$ cat src/rtl/system_sysid_ext.sv
// System identification slave: ID, timestamp, capabilities, user words,
// byte-writable scratch, uptime counter with atomic 64-bit snapshot, and a
// fixed-latency pipelined Avalon-MM read path.
module system_sysid_ext #(
  parameter logic [31:0]                  ID_VALUE       = 32'h00C0FFEE,
  parameter logic [31:0]                  TIMESTAMP      = 32'h0,
  parameter int unsigned                  NUM_USER_WORDS = 4,
  parameter logic [32*NUM_USER_WORDS-1:0] USER_WORDS     = '0,
  parameter int unsigned                  READ_LATENCY   = 1,
  parameter int unsigned                  CNT_WIDTH      = 48,
  parameter int unsigned                  ADDR_WIDTH     = 4
) (
  input  logic                  clock,
  input  logic                  reset_n,
  input  logic [ADDR_WIDTH-1:0] address,
  input  logic                  read,
  input  logic                  write,
  input  logic [31:0]           writedata,
  input  logic [3:0]            byteenable,
  output logic [31:0]           readdata,
  output logic                  readdatavalid
);

  localparam int unsigned DATA_W    = 32;
  localparam int unsigned USER_BASE = 8;

  localparam logic [ADDR_WIDTH-1:0] ADDR_ID      = ADDR_WIDTH'(0);
  localparam logic [ADDR_WIDTH-1:0] ADDR_TS      = ADDR_WIDTH'(1);
  localparam logic [ADDR_WIDTH-1:0] ADDR_CAPS    = ADDR_WIDTH'(2);
  localparam logic [ADDR_WIDTH-1:0] ADDR_SCRATCH = ADDR_WIDTH'(3);
  localparam logic [ADDR_WIDTH-1:0] ADDR_UP_LO   = ADDR_WIDTH'(4);
  localparam logic [ADDR_WIDTH-1:0] ADDR_UP_HI   = ADDR_WIDTH'(5);
  localparam logic [ADDR_WIDTH-1:0] ADDR_CONTROL = ADDR_WIDTH'(6);

  localparam logic [DATA_W-1:0] CAPS = {8'h02, 6'd0, 2'(READ_LATENCY),
                                        8'(CNT_WIDTH), 8'(NUM_USER_WORDS)};

  logic [CNT_WIDTH-1:0] cnt_q, cnt_d;
  logic [DATA_W-1:0]    scratch_q, scratch_d;
  logic [DATA_W-1:0]    shadow_q, shadow_d;
  logic [DATA_W-1:0]    rdata_c;
  logic                 clear_c;

  logic [READ_LATENCY-1:0] vld_q, vld_d;
  logic [DATA_W-1:0]       data_q [READ_LATENCY];
  logic [DATA_W-1:0]       data_d [READ_LATENCY];

  // Read mux: data chosen from pre-write state at the issue cycle
  always_comb begin
    rdata_c = '0;
    case (address)
      ADDR_ID:      rdata_c = ID_VALUE;
      ADDR_TS:      rdata_c = TIMESTAMP;
      ADDR_CAPS:    rdata_c = CAPS;
      ADDR_SCRATCH: rdata_c = scratch_q;
      ADDR_UP_LO:   rdata_c = cnt_q[DATA_W-1:0];
      ADDR_UP_HI:   rdata_c = shadow_q;
      default: begin
        for (int k = 0; k < NUM_USER_WORDS; k++) begin
          if (address == ADDR_WIDTH'(USER_BASE + k)) begin
            rdata_c = USER_WORDS[DATA_W*k +: DATA_W];
          end
        end
      end
    endcase
  end

  // Uptime counter: free-running, wraps silently, cleared by CONTROL bit0
  always_comb begin
    clear_c = write && (address == ADDR_CONTROL) && byteenable[0] && writedata[0];
    cnt_d   = cnt_q + CNT_WIDTH'(1);
    if (clear_c) begin
      cnt_d = '0;
    end
  end

  // Shadow captures the upper counter bits whenever the low word is read
  always_comb begin
    shadow_d = shadow_q;
    if (read && (address == ADDR_UP_LO)) begin
      shadow_d = DATA_W'(cnt_q >> 32);
    end
  end

  // Scratch register with per-lane byte enables
  always_comb begin
    scratch_d = scratch_q;
    if (write && (address == ADDR_SCRATCH)) begin
      for (int b = 0; b < 4; b++) begin
        if (byteenable[b]) begin
          scratch_d[8*b +: 8] = writedata[8*b +: 8];
        end
      end
    end
  end

  // Read pipeline: stage data only advances with its valid, so the last
  // stage (and readdata) holds its value between responses
  always_comb begin
    vld_d     = '0;
    data_d    = data_q;
    vld_d[0]  = read;
    if (read) begin
      data_d[0] = rdata_c;
    end
    for (int i = 1; i < READ_LATENCY; i++) begin
      vld_d[i] = vld_q[i-1];
      if (vld_q[i-1]) begin
        data_d[i] = data_q[i-1];
      end
    end
  end

  // State registers
  always_ff @(posedge clock or negedge reset_n) begin
    if (!reset_n) begin
      cnt_q     <= '0;
      scratch_q <= '0;
      shadow_q  <= '0;
      vld_q     <= '0;
      for (int i = 0; i < READ_LATENCY; i++) begin
        data_q[i] <= '0;
      end
    end else begin
      cnt_q     <= cnt_d;
      scratch_q <= scratch_d;
      shadow_q  <= shadow_d;
      vld_q     <= vld_d;
      for (int i = 0; i < READ_LATENCY; i++) begin
        data_q[i] <= data_d[i];
      end
    end
  end

  assign readdata      = data_q[READ_LATENCY-1];
  assign readdatavalid = vld_q[READ_LATENCY-1];

endmodule
$ cat config.mk
export PLATFORM = sky130hd
export DESIGN_NAME = system_sysid_ext
export DESIGN_NICKNAME = d
export VERILOG_FILES = /design/src/rtl/system_sysid_ext.sv
export SDC_FILE = /design/constraint.sdc
export NUM_CORES = 1
export LEC_CHECK = 0
export CAP_MARGIN = 10
export CORE_MARGIN = 5
export CORE_UTILIZATION = 50
export CTS_CLUSTER_SIZE = 20
export DETAILED_ROUTE_END_ITERATION = 16
export GPL_ROUTABILITY_DRIVEN = 0
export PLACE_DENSITY = 0.81
export SYNTH_ARGS = -nofsm -noshare
export SYNTH_HDL_FRONTEND = slang
export SYNTH_SLANG_ARGS = --single-unit
$ cat constraint.sdc
create_clock -name clock -period 2.1 [get_ports clock]
set_clock_uncertainty 0.15 [all_clocks]
set_input_delay 0.315 -clock clock [delete_from_list [all_inputs] [get_ports clock]]
set_output_delay 0.315 -clock clock [all_outputs]
set_load 0.03 [all_outputs]
== After elaboration in Yosys (flattened, before gate mapping) ==
Cells that the tools add are included.
Storage, ports and cells
  register bits after elaboration: 129
  input bits: 44
  output and inout bits: 33
  word-level logic and storage cells: 26
Cells by class
  add/subtract/negate cells: 1
  eq/ne operators: 5
  muxes and demuxes: 2
  reductions and logical operators: 10
Operator list (number)
  $pmux 32 s5: 1
  $add 48x1->48 const B: 1
  $mux 48: 1
  $eq 4x3->1 const B: 3
  $eq 4x2->1 const B: 2
  $reduce_and 2->1: 4
  $logic_and 1x1->1: 5
  $logic_not 4->1: 1

== Logic depth before layout (Yosys ltp) ==
  depth in word-level cells: 5
  gate-level depth with buffers: 8
  mapped depth without buffers: 6

== Worst setup path before layout ==
No wires, ideal clock.
  kind: register -> register
  start: register cnt_q[0]
  end: register cnt_q[44]
  setup time: 78 ps
  data arrival time: 1876 ps
  data required time: 1872 ps
  slack: -4 ps
  cell stages (with the launch flop): 7
  path buffers: 0
  clock period less this slack: 2104 ps
  cells stage by stage: dfrtp_1 ha_1 nand4_1 nor3_4 nand2_2 or4_1 a21oi_1
On the way
  word-level cells in the longest chain between the ends: 2
RTL lines
  start: declaration: RTL line 38  | logic [CNT_WIDTH-1:0] cnt_q, cnt_d;
  start signal: assignment: RTL line 125  | cnt_q <= cnt_d;
  $add 48x1->48: RTL line 71  | cnt_d = cnt_q + CNT_WIDTH'(1);
  $mux 48: RTL line 72  | if (clear_c) begin
  named net cnt_d[44]: RTL line 38
The timed path passes the listed nets, and every way through them passes these cells.
A chain may end at the register's enable or synchronous reset.

== Worst setup path after layout ==
  start: register cnt_q[0]
  end: register cnt_q[46]
The elaborated chain is that of the path after synthesis.

==> impl_metrics.toml <==
[detailed_routing]
met2_length_um = 8420
dr.first_iter.drc_count = 591
top_layer = "met4"
num_vias = 5175
viasPerCell = 5.85
first_pass_iters = 5
drc = 0
wl_met1_um = 6990
routed_wirelength_um = 16900
postRouteAntennaNets = 0
wire_per_inst_um = 19.1
routed-wl-met3_um = 1120

[grt]
grtUsageTotal_pct = 24.8
antenna_found_initial = 0
grt_max_degree = 62
grt_pass1_wl_um = 27900
grt_overflow = 0
grt_pass1_vias = 5294

[sta]
slew_violations = 0
slew_headroom_pct = 51.8
worstMarginPinSlew_ns = 0.717
worst_hold_slack_ns = 0.120
hold_violations = 0
timing.fmax_mhz = 476
finalSetupViolCount = 0
min_period_ns = 2.10
fin_crit_sh_pct = 100
rsz0062_at_grt = "true"
fin_ws_ns = 0.000800

[synth]
yosysUniqueCellTypes = 39
synthSimpleGateAreaFrac_pct = 20.4
synth_compound_area_share_pct = 10.9
yosys_most_used_dff = "dfrtp_1"
synth_edf_count = 0
seq_area_frac_synth_pct = 53.6
async_flop_share_pct = 100
netlist_instances = 580
synth-adder-area-share_pct = 0.208
syn_nets = 625
synth_top_family_by_area = "simple AND/OR/NAND/NOR gates"
avgSynthCellArea_um2 = 10.4
muxShareOfSynthArea_pct = 6.36
syn_area_mm2 = 0.00602
ys_ff_latch = 129
synth-xor-area-share_pct = 5.23
ys_warn_count = 0

[placed_design]
port_buffers = 76
dpl_cell_area_mm2 = 0.00746
dp_hpwl_um = 11800
place_ws_ns = -0.391

[floorplanning]
fp.dieW_um = 120
start_util_pct = 50.6
rows = 40
die_h_um = 120
placeableCoreArea_mm2 = 0.0119
fp.dieArea_mm2 = 0.0143
ios = 77

[outcome]
outcome = "finished clean"

[clocking]
cts_tree = "done"
clk_path_buf_depth = 2
path_clk_slew_ns = 0.06
cts_buffers = 17
cts-root-buf = "clkbuf_16"
cts.sink_count = 129
clk_latency_ns = 0.42
h-tree-depth = 4

[layout]
final_util_pct = 69.3
final_common_cell = "dfrtp_1"
diodes = 0
syn2layout_area_growth_pct = 37.0
drive_gt1_share_pct = 22.6
layout_common_cells = "128 x dfrtp_1, 75 x clkdlybuf4s50_1, 74 x nand2_1, 74 x buf_4, 48 x nor2_1"
fin_nets = 771
final_area_mm2 = 0.00825

[worst_setup_path]
cp_max_fo = 3
critPathKind = "reg -> reg"
cp-end-kind = "flop"
cp.arrival_ns = 2.29
startpoint_type = "flop"
required_ns = 2.29

[run]
maxCapViolCount = 0

[power]
p_per_area_mw_per_mm2 = 1040
ir_drop_mv = 0.662
p_leak_nw = 3.57
finalPower_mw = 8.57

[min_path]
hp-class = "in -> async"
logic make-up after synthesis:
logic type                 Yosys count
muxes                               34
buffers and inverters               53
and+or+nand+nor                    234
AOI/OAI and AO/OA                   93
xor gates and xnor gates            36
adders and majority gates            1
DFF                                129
area by class of cell:
class                           count  area, um^2
Multi-Input combinational cell    398        2670
Clock buffer                       21         470
Timing Repair Buffer              154        1400
Sequential cell                   129        3230
Inverter                           26        97.6
Clock inverter                     10         205
Fill cell                         808        3660
Tap cell                          147         184
per-stage QoR:
step	cells	setup TNS, ns
final	885	0
after global routing	885	-0.279
after detailed placement	848	-14.99
after global placement	848	-9.74
after CTS	882	0
after floorplan	580	0
worst max-delay path: stages, from the launching register on:
cell and delay [ns]:
dfrtp_1 0.36, ha_2 0.18, nand4_1 0.24, nor3_4 0.27, nand3_2 0.15, or4_4 0.50, a21oi_1 0.16
worst paths after layout:
path                                      startpoint                        to  slack (ns)  depth (start not counted)
min in group clock         scratch_q[24]$_DFFE_PN0P_  readdata[24]$_DFFE_PN0P_        0.35                          1
setup / recovery                  cnt_q[0]$_DFF_PN0_       cnt_q[46]$_DFF_PN0_      0.0008                          6
max in group asynchronous                    reset_n   readdata[3]$_DFFE_PN0P_        1.12                          3
hold reg to reg            scratch_q[24]$_DFFE_PN0P_  readdata[24]$_DFFE_PN0P_        0.35                          1
setup reg to reg                  cnt_q[0]$_DFF_PN0_       cnt_q[46]$_DFF_PN0_      0.0008                          6
hold / removal                               reset_n       cnt_q[25]$_DFF_PN0_        0.12                          2
synth_stat cells (15+ instances only):
cell type	n	share of area (%)
dfrtp_1	129	54
nand2_1	74	4.6
nor2_1	49	3.1
mux2_2	34	6.4
xor2_1	27	3.9
clkbuf_1	26	1.6
inv_1	26	1.6
o22ai_1	23	2.4
nand4_1	19	2.0
a22oi_1	18	2.2
nand3_1	18	1.5
a21oi_1	16	1.3
nand2b_1	15	1.6
power breakdown:
group,internal [mW],leakage [nW],switching (mW)
combinational,0.839,1.62,0.859
clock,2.31,0.325,1.07
sequential,3.01,1.62,0.480
flip-flops by register name (all words and copies together) (netlist names):
name           count
readdatavalid      1
readdata          32
cnt_q             48
scratch_q         32
shadow_q          16
what timing repair did:
action / 4_1_cts / 5_1_grt
endpoints found under the hold margin: 129 / 0
endpoints found under the setup margin: 3 / 27
hold buffers: 1 / 0
gates resized for setup: 1 / 13
pin swaps: 5 / 6
setup buffers: 2 / 3
routing by layer:
metal	vias up	track usage, %
met3	35	6.41
met4	0	9.09
met5	-	0
li1	2346	-
met1	2567	31.6
met2	227	41.1
No activity file was read; power rests on OpenSTA's default activity.
